[src/rtl/stb_dcache_drain.sv]
// Store-buffer drain engine: pops committed stores and writes them to the dcache over req/ack.
// Optional ack-timeout detection is compiled in with `define STB_DRAIN_TIMEOUT_EN.
module stb_dcache_drain #(
   parameter int unsigned ADDR_WIDTH     = 32,
   parameter int unsigned DATA_WIDTH     = 32,
   parameter int unsigned BYTE_SEL_WIDTH = 4,
   parameter int unsigned CNT_WIDTH      = 16,
   parameter int unsigned TIMEOUT_CYCLES = 255
) (
   input  logic                      clk,
   input  logic                      rst,
   input  logic                      stb_empty,
   input  logic [ADDR_WIDTH-1:0]     stb2dcache_addr,
   input  logic [DATA_WIDTH-1:0]     stb2dcache_wdata,
   input  logic [BYTE_SEL_WIDTH-1:0] stb2dcache_sel_byte,
   output logic                      stb_rd_en,
   output logic                      rd_sel,
   output logic                      dcache_req,
   input  logic                      dcache_ack,
   output logic [ADDR_WIDTH-1:0]     dcache_addr,
   output logic [DATA_WIDTH-1:0]     dcache_wdata,
   output logic [BYTE_SEL_WIDTH-1:0] dcache_sel_byte,
   input  logic                      fence_req,
   output logic                      fence_done,
   output logic                      drain_busy,
   output logic [CNT_WIDTH-1:0]      drain_count,
   output logic                      drain_err
);

   typedef enum logic [1:0] {
      IDLE = 2'd0,
      READ = 2'd1,
      REQ  = 2'd2
   } state_e;

   state_e                    state_q;
   logic                      rd_en_q;
   logic                      rd_sel_q;
   logic                      req_q;
   logic                      busy_q;
   logic [ADDR_WIDTH-1:0]     addr_q;
   logic [DATA_WIDTH-1:0]     wdata_q;
   logic [BYTE_SEL_WIDTH-1:0] sel_q;
   logic [CNT_WIDTH-1:0]      count_q;
   logic                      fence_pending_q;
   logic                      fence_done_q;

   // A zero threshold would make the timeout compare underflow.
   if (TIMEOUT_CYCLES < 1) begin : g_bad_timeout
      $error("TIMEOUT_CYCLES must be at least 1");
   end

   // Drain FSM; outputs are registered alongside the state they belong to.
   always_ff @(posedge clk) begin
      if (rst) begin
         state_q  <= IDLE;
         rd_en_q  <= 1'b0;
         rd_sel_q <= 1'b0;
         req_q    <= 1'b0;
         busy_q   <= 1'b0;
         addr_q   <= '0;
         wdata_q  <= '0;
         sel_q    <= '0;
         count_q  <= '0;
      end else begin
         case (state_q)
            IDLE: begin
               if (!stb_empty) begin
                  state_q  <= READ;
                  rd_en_q  <= 1'b1;
                  rd_sel_q <= 1'b1;
                  busy_q   <= 1'b1;
               end
            end
            READ: begin
               state_q  <= REQ;
               rd_en_q  <= 1'b0;
               rd_sel_q <= 1'b0;
               req_q    <= 1'b1;
               addr_q   <= stb2dcache_addr;
               wdata_q  <= stb2dcache_wdata;
               sel_q    <= stb2dcache_sel_byte;
            end
            REQ: begin
               if (dcache_ack) begin
                  count_q <= count_q + CNT_WIDTH'(1);
                  req_q   <= 1'b0;
                  if (!stb_empty) begin
                     state_q  <= READ;
                     rd_en_q  <= 1'b1;
                     rd_sel_q <= 1'b1;
                  end else begin
                     state_q <= IDLE;
                     busy_q  <= 1'b0;
                  end
               end
            end
            default: begin
               state_q  <= IDLE;
               rd_en_q  <= 1'b0;
               rd_sel_q <= 1'b0;
               req_q    <= 1'b0;
               busy_q   <= 1'b0;
            end
         endcase
      end
   end

   // Fence completes once the engine is idle with nothing left in the buffer.
   always_ff @(posedge clk) begin
      if (rst) begin
         fence_pending_q <= 1'b0;
         fence_done_q    <= 1'b0;
      end else begin
         fence_done_q <= 1'b0;
         if (fence_pending_q && (state_q == IDLE) && stb_empty) begin
            fence_pending_q <= 1'b0;
            fence_done_q    <= 1'b1;
         end else if (fence_req) begin
            fence_pending_q <= 1'b1;
         end
      end
   end

`ifdef STB_DRAIN_TIMEOUT_EN
   localparam int unsigned TO_W = $clog2(TIMEOUT_CYCLES + 1);

   logic [TO_W-1:0] tmo_cnt_q;
   logic            err_q;

   // Counts unacknowledged REQ cycles; saturates so a very late ack cannot re-arm it.
   always_ff @(posedge clk) begin
      if (rst) begin
         tmo_cnt_q <= '0;
         err_q     <= 1'b0;
      end else if (state_q == READ) begin
         tmo_cnt_q <= '0;
      end else if ((state_q == REQ) && !dcache_ack && (tmo_cnt_q != TO_W'(TIMEOUT_CYCLES))) begin
         tmo_cnt_q <= tmo_cnt_q + TO_W'(1);
         if (tmo_cnt_q == TO_W'(TIMEOUT_CYCLES - 1)) begin
            err_q <= 1'b1;
         end
      end
   end

   assign drain_err = err_q;
`else
   assign drain_err = 1'b0;
`endif

   assign stb_rd_en       = rd_en_q;
   assign rd_sel          = rd_sel_q;
   assign dcache_req      = req_q;
   assign dcache_addr     = addr_q;
   assign dcache_wdata    = wdata_q;
   assign dcache_sel_byte = sel_q;
   assign fence_done      = fence_done_q;
   assign drain_busy      = busy_q;
   assign drain_count     = count_q;

endmodule
[config.mk]
export PLATFORM = sky130hd
export DESIGN_NAME = stb_dcache_drain
export DESIGN_NICKNAME = d
export VERILOG_FILES = /design/src/rtl/stb_dcache_drain.sv
export SDC_FILE = /design/constraint.sdc
export NUM_CORES = 1
export LEC_CHECK = 0
export ABC_AREA = 1
export CORE_ASPECT_RATIO = 1.1
export CORE_MARGIN = 2
export CORE_UTILIZATION = 44
export DETAILED_ROUTE_END_ITERATION = 10
export HOLD_SLACK_MARGIN = 0.12
export PLACE_DENSITY = 0.84
export SLEW_MARGIN = 20
export SYNTH_ARGS = -nofsm -noshare
export SYNTH_HDL_FRONTEND = slang
export SYNTH_SLANG_ARGS = --single-unit
[constraint.sdc]
create_clock -name clk -period 2.95 [get_ports clk]
set_input_delay 0.59 -clock clk [delete_from_list [all_inputs] [get_ports clk]]
set_output_delay 0.59 -clock clk [all_outputs]
set_load 0.01 [all_outputs]
# Word-level counts from Yosys, hierarchy flattened
# Cells that the tools add are included.
[totals]
regBits = 92
in_bits = 73
output_inout_bits = 90
word_cells = 44
[classes]
addsub = 1
n_eq_ne = 5
muxes = 17
n_bitwise = 2
n_reduce_logical = 8
[op_table]
columns = ["op", "count"]
rows = [
  ["adder 16 x 1 -> 16 bit (second input constant)", 1],
  ["2-to-1 mux 1 bit", 10],
  ["inequality test 2 bit (second input constant)", 3],
  ["one-hot mux 1 bit (3 select lines)", 2],
  ["one-hot mux 2 bit (3 select lines)", 1],
  ["AND reduction 2 bit", 3],
  ["2-to-1 mux 2 bit", 2],
  ["one-hot mux 1 bit (2 select lines)", 2],
  ["AND reduction 4 bit", 1],
  ["equality test 2 x 1 -> 1 bit (second input constant)", 1],
  ["equality test 2 bit (second input constant)", 1],
  ["logical AND 1 bit", 2],
  ["logical NOT 2 bit", 1],
  ["inverter 1 bit", 2],
  ["OR reduction 2 bit", 1],
]

# Depth between registers and ports, before layout
[depth]
ltp_word = 4
mapped_depth = 8
mapped_depth_nobuf = 8

# Worst setup path before layout
# OpenSTA, ideal clock, no wires.
[synth_timing]
path_kind = "in2reg"
start = "input dcache_ack"
end = "register count_q[15], in the netlist drain_count[15]"
setup_time_ns = 0.115
arrival_ns = 1.141
required_ns = 2.835
path_slack_ns = 1.694
cell_stages = 7
path_buffers = 0
path_cell_list = "inv_1 nor2_8 nand2_4 nor2_2 nand3_1 nand2_1 nor2_1"
[synth_between]
elab_chain_cells = 1
[synth_lines]
columns = ["item", "line_no", "source"]
rows = [
  ["from (decl)", "19", "input logic dcache_ack,"],
  ["AND reduction 2 bit (no source line)", "n/a", ""],
  ["to (signal assigned)", "86", "count_q <= count_q + CNT_WIDTH'(1);"],
  ["to (decl)", "44", "logic [CNT_WIDTH-1:0] count_q;"],
]
# No other way between the ends.
# A chain may end at the register's enable or synchronous reset.

# Worst setup path after layout
[layout_timing]
start = "register count_q[2], in the netlist drain_count[2]"
end = "output drain_count[2]"
[layout_rtl]
columns = ["item", "line_no", "source"]
rows = [
  ["to (decl)", "26", "output logic [CNT_WIDTH-1:0] drain_count,"],
]
# No word-level cell between the ends.

==> run summary <==
IO Count = 163
Critical Path End Type = output pin
Hold WC Path Type = flop to flop
Final Hold Viols = 0
Worst path buffer plus inverter count = 1
Synth warn = 0
RSZ-0062 raised after global routing = no
Dpl hpwl = 7260 um
R2r setup slk = 1.24 ns
Worst-skew pair later-pin latency = 0.34 ns
FP Rows = 34
GP Congestion = 0.878
First-pass DRT Iterations = 4
Post-Syn Nets = 533
Arrival @ worst endpoint = 1.40 ns
Yosys top cell area share = 51.9%
Die H = 97.7 um
Fmax = 0.503 GHz
CP cell instances = clkdlybuf4s50_1
Vias in the first global route = 3493
Count of final max-slew check failures = 0
Most instantiated library cell after synthesis = nor2_1
CP delay by family, top = buffers and inverters
Actual slew at the worst max-slew pin = 0.575 ns
Post-route insts no fill = 723
Max VDD drop = 0.000273 V
Largest net degree at the start of global routing = 70
Max Cap Violations = 0
PostCTS Resize Cnt = 0
Synth top cells by count = nor2_1, dfxtp_1, o21ai_0, nand2_1, inv_1
Number of synthesized flops with an enable pin = 0
Post-synth ARST share = 0%
Residual DRC count = 0
CP max stage cell = clkdlybuf4s50_1
Final Total Pwr = 0.00282 W
Inst Count DP = 707
First-pass GRT wire length = 15800 um
Number of hold buffers added after cts = 0
Postcts setup bufs = 0
Area delta synth->final = 52.9%
Mapped Cells = 459
Antenna Cells = 0
Chip Width = 89.1 um
Reg power frac = 49.0%
Die area = 8700 um^2
CTS Buffer Depth = 2
Syn_area_per_cell = 7.64 um^2
Slew Limit Headroom = 61.7%
Critical Path Max Stage Delay = 0.59 ns
Area contributors post-synth = dfxtp_1, nor2_1, o21ai_0
Worst Hold Path Cells = 2
GRT overflow = 0
RR Startpoint = state_q[1]
Pwr/cell area = 527 nW/um^2
Min Tclk post-route = 1.99 ns
CP startpoint kind = flop
# setup viols final = 0
Root buf cell = clkbuf_8
Drt initial violations = 224
Post-route ant nets = 0
Worst path required time = 2.36 ns
Core Box Area = 7830 um^2
HP Start = dcache_wdata[25]
Clock power frac = 30.7%
Worst Hold Endpoint = dcache_wdata[25]
Crit path max fanout = 8
CTS buffer count = 9
Switching part of the total = 26.2%
Total Negative Setup Slacks = 0 ns
Port bufs = 161
Endpoint of the worst register-to-register path = dcache_addr[7]
Vias = 3547
CTS tree = done
Cell taking the most area after synthesis = dfxtp_1
Post-synthesis cell area = 3510 um^2
Layout Nets = 684
Worst reg2reg path depth = 6
H-tree depth = 3
Initial Utilization = 44.8%
Share of cells above drive strength 1 = 6.02%
Routed len/inst = 13.7 um
Clock Skew = 0.00733 ns
P_leak = 2.04 nW
Total Routed Length = 9880 um
Final Cycle Share = 67.3%
Power Internal = 0.00208 W
Synth Flop Type = dfxtp_1
Post-synth cell types = 31
Initial antenna violation count = 0
Seq/Total Area, Yosys = 51.9%
Combinational share of power = 20.3%
Seq cells post-synth = 91
Avg Vias per Cell = 4.91
WS Path Type = flop to output pin
Status = complete, no violations
Num Clock Sinks = 91
Clock-pin slew on the worst setup and hold paths = 0.09 ns
CP Launch Point = drain_count[2]
Overall Global Routing Usage = 23.0%
NetSw = 0.000741 W
-- worst max-delay path by stage --
stage | cells past startpoint | slack [ns] | end
after global routing | 1 | 0.88 | drain_count[2]
after detailed placement | 5 | 0.98 | dcache_wdata[8]
after floorplan | 7 | 1.69 | drain_count[15]
after global placement | 5 | 1.03 | dcache_wdata[5]
final | 1 | 0.96 | drain_count[2]
after CTS | 1 | 0.94 | drain_count[2]
-- layout make-up --
| class | count | area [um^2] |
|---|---|---|
| fillers | 682 | 2460 |
| flip-flops and latches | 91 | 1820 |
| repair buffers | 165 | 1650 |
| multi-input cells | 320 | 1450 |
| clock buffers | 11 | 151 |
| well taps | 108 | 135 |
| inverters | 23 | 86.3 |
| clock inverters | 5 | 61.3 |
-- power by group through the flow --
stage          clock network, W  registers, W  logic (W)
2_1_floorplan                 0       0.00145   0.000211
3_3_place_gp                  0       0.00141   0.000560
3_5_place_dp                  0       0.00141   0.000575
4_1_cts                0.000885       0.00138   0.000578
5_1_grt                0.000931       0.00139   0.000631
6_report               0.000867       0.00138   0.000574
-- sequential cells by signal, summed over array words and instances, names as in the netlist --
register / count
dcache_wdata: 32
state_q: 2
fence_done: 1
dcache_sel_byte: 4
stb_rd_en: 1
drain_count: 16
fence_pending_q: 1
dcache_req: 1
dcache_addr: 32
drain_busy: 1
-- logic make-up (layout without fill, tap and decap cells) --
family / after synthesis / in the layout / synth area share [%]
xor gates and xnor gates: 1 / 1 / 0.250
AOI/OAI and AO/OA: 86 / 86 / 12.7
and+or+nand+nor: 231 / 231 / 28.0
other: 1 / 1 / 0.107
adders and majority gates: 1 / 1 / 0.357
buffers and inverters: 48 / 204 / 6.67
DFF: 91 / 91 / 51.9
-- per-layer routing --
layer / vias up / global-route usage [%] / wire length [um]
met5: - / 0 / 0
met4: 0 / 11.9 / 329
met3: 22 / 4.84 / 545
met2: 144 / 40.3 / 5200
met1: 1617 / 25.3 / 3800
li1: 1764 / - / -
-- stage by stage --
stage,utilization [%],cell area [um^2],hold WS (ns),setup WS [ns]
after floorplan,-,3510,0.459,1.69
after detailed placement,65.8,5150,0.470,0.984
after global routing,68.5,5360,0.502,0.884
final,68.5,5360,0.484,0.963
after CTS,68.5,5360,0.489,0.937
after global placement,65.8,5150,0.463,1.03
-- cells in the final DEF (no fill, tap or decap), types with 2 or more instances in the layout --
cell type	synthesis	layout
a21oi_1	9	9
inv_2	3	4
a211oi_1	2	2
buf_4	3	3
nand3_4	2	2
nand2_1	32	32
nor2_1	165	165
nand3_1	10	10
clkinv_4	0	3
clkdlybuf4s50_1	0	161
nand4_1	8	8
nand2_2	3	3
clkbuf_8	0	11
o21ai_1	12	12
nor3_1	3	3
o21ai_0	60	60
inv_1	19	18
dfxtp_1	91	91
nor2_2	5	5
No activity file was read; power rests on OpenSTA's default activity.
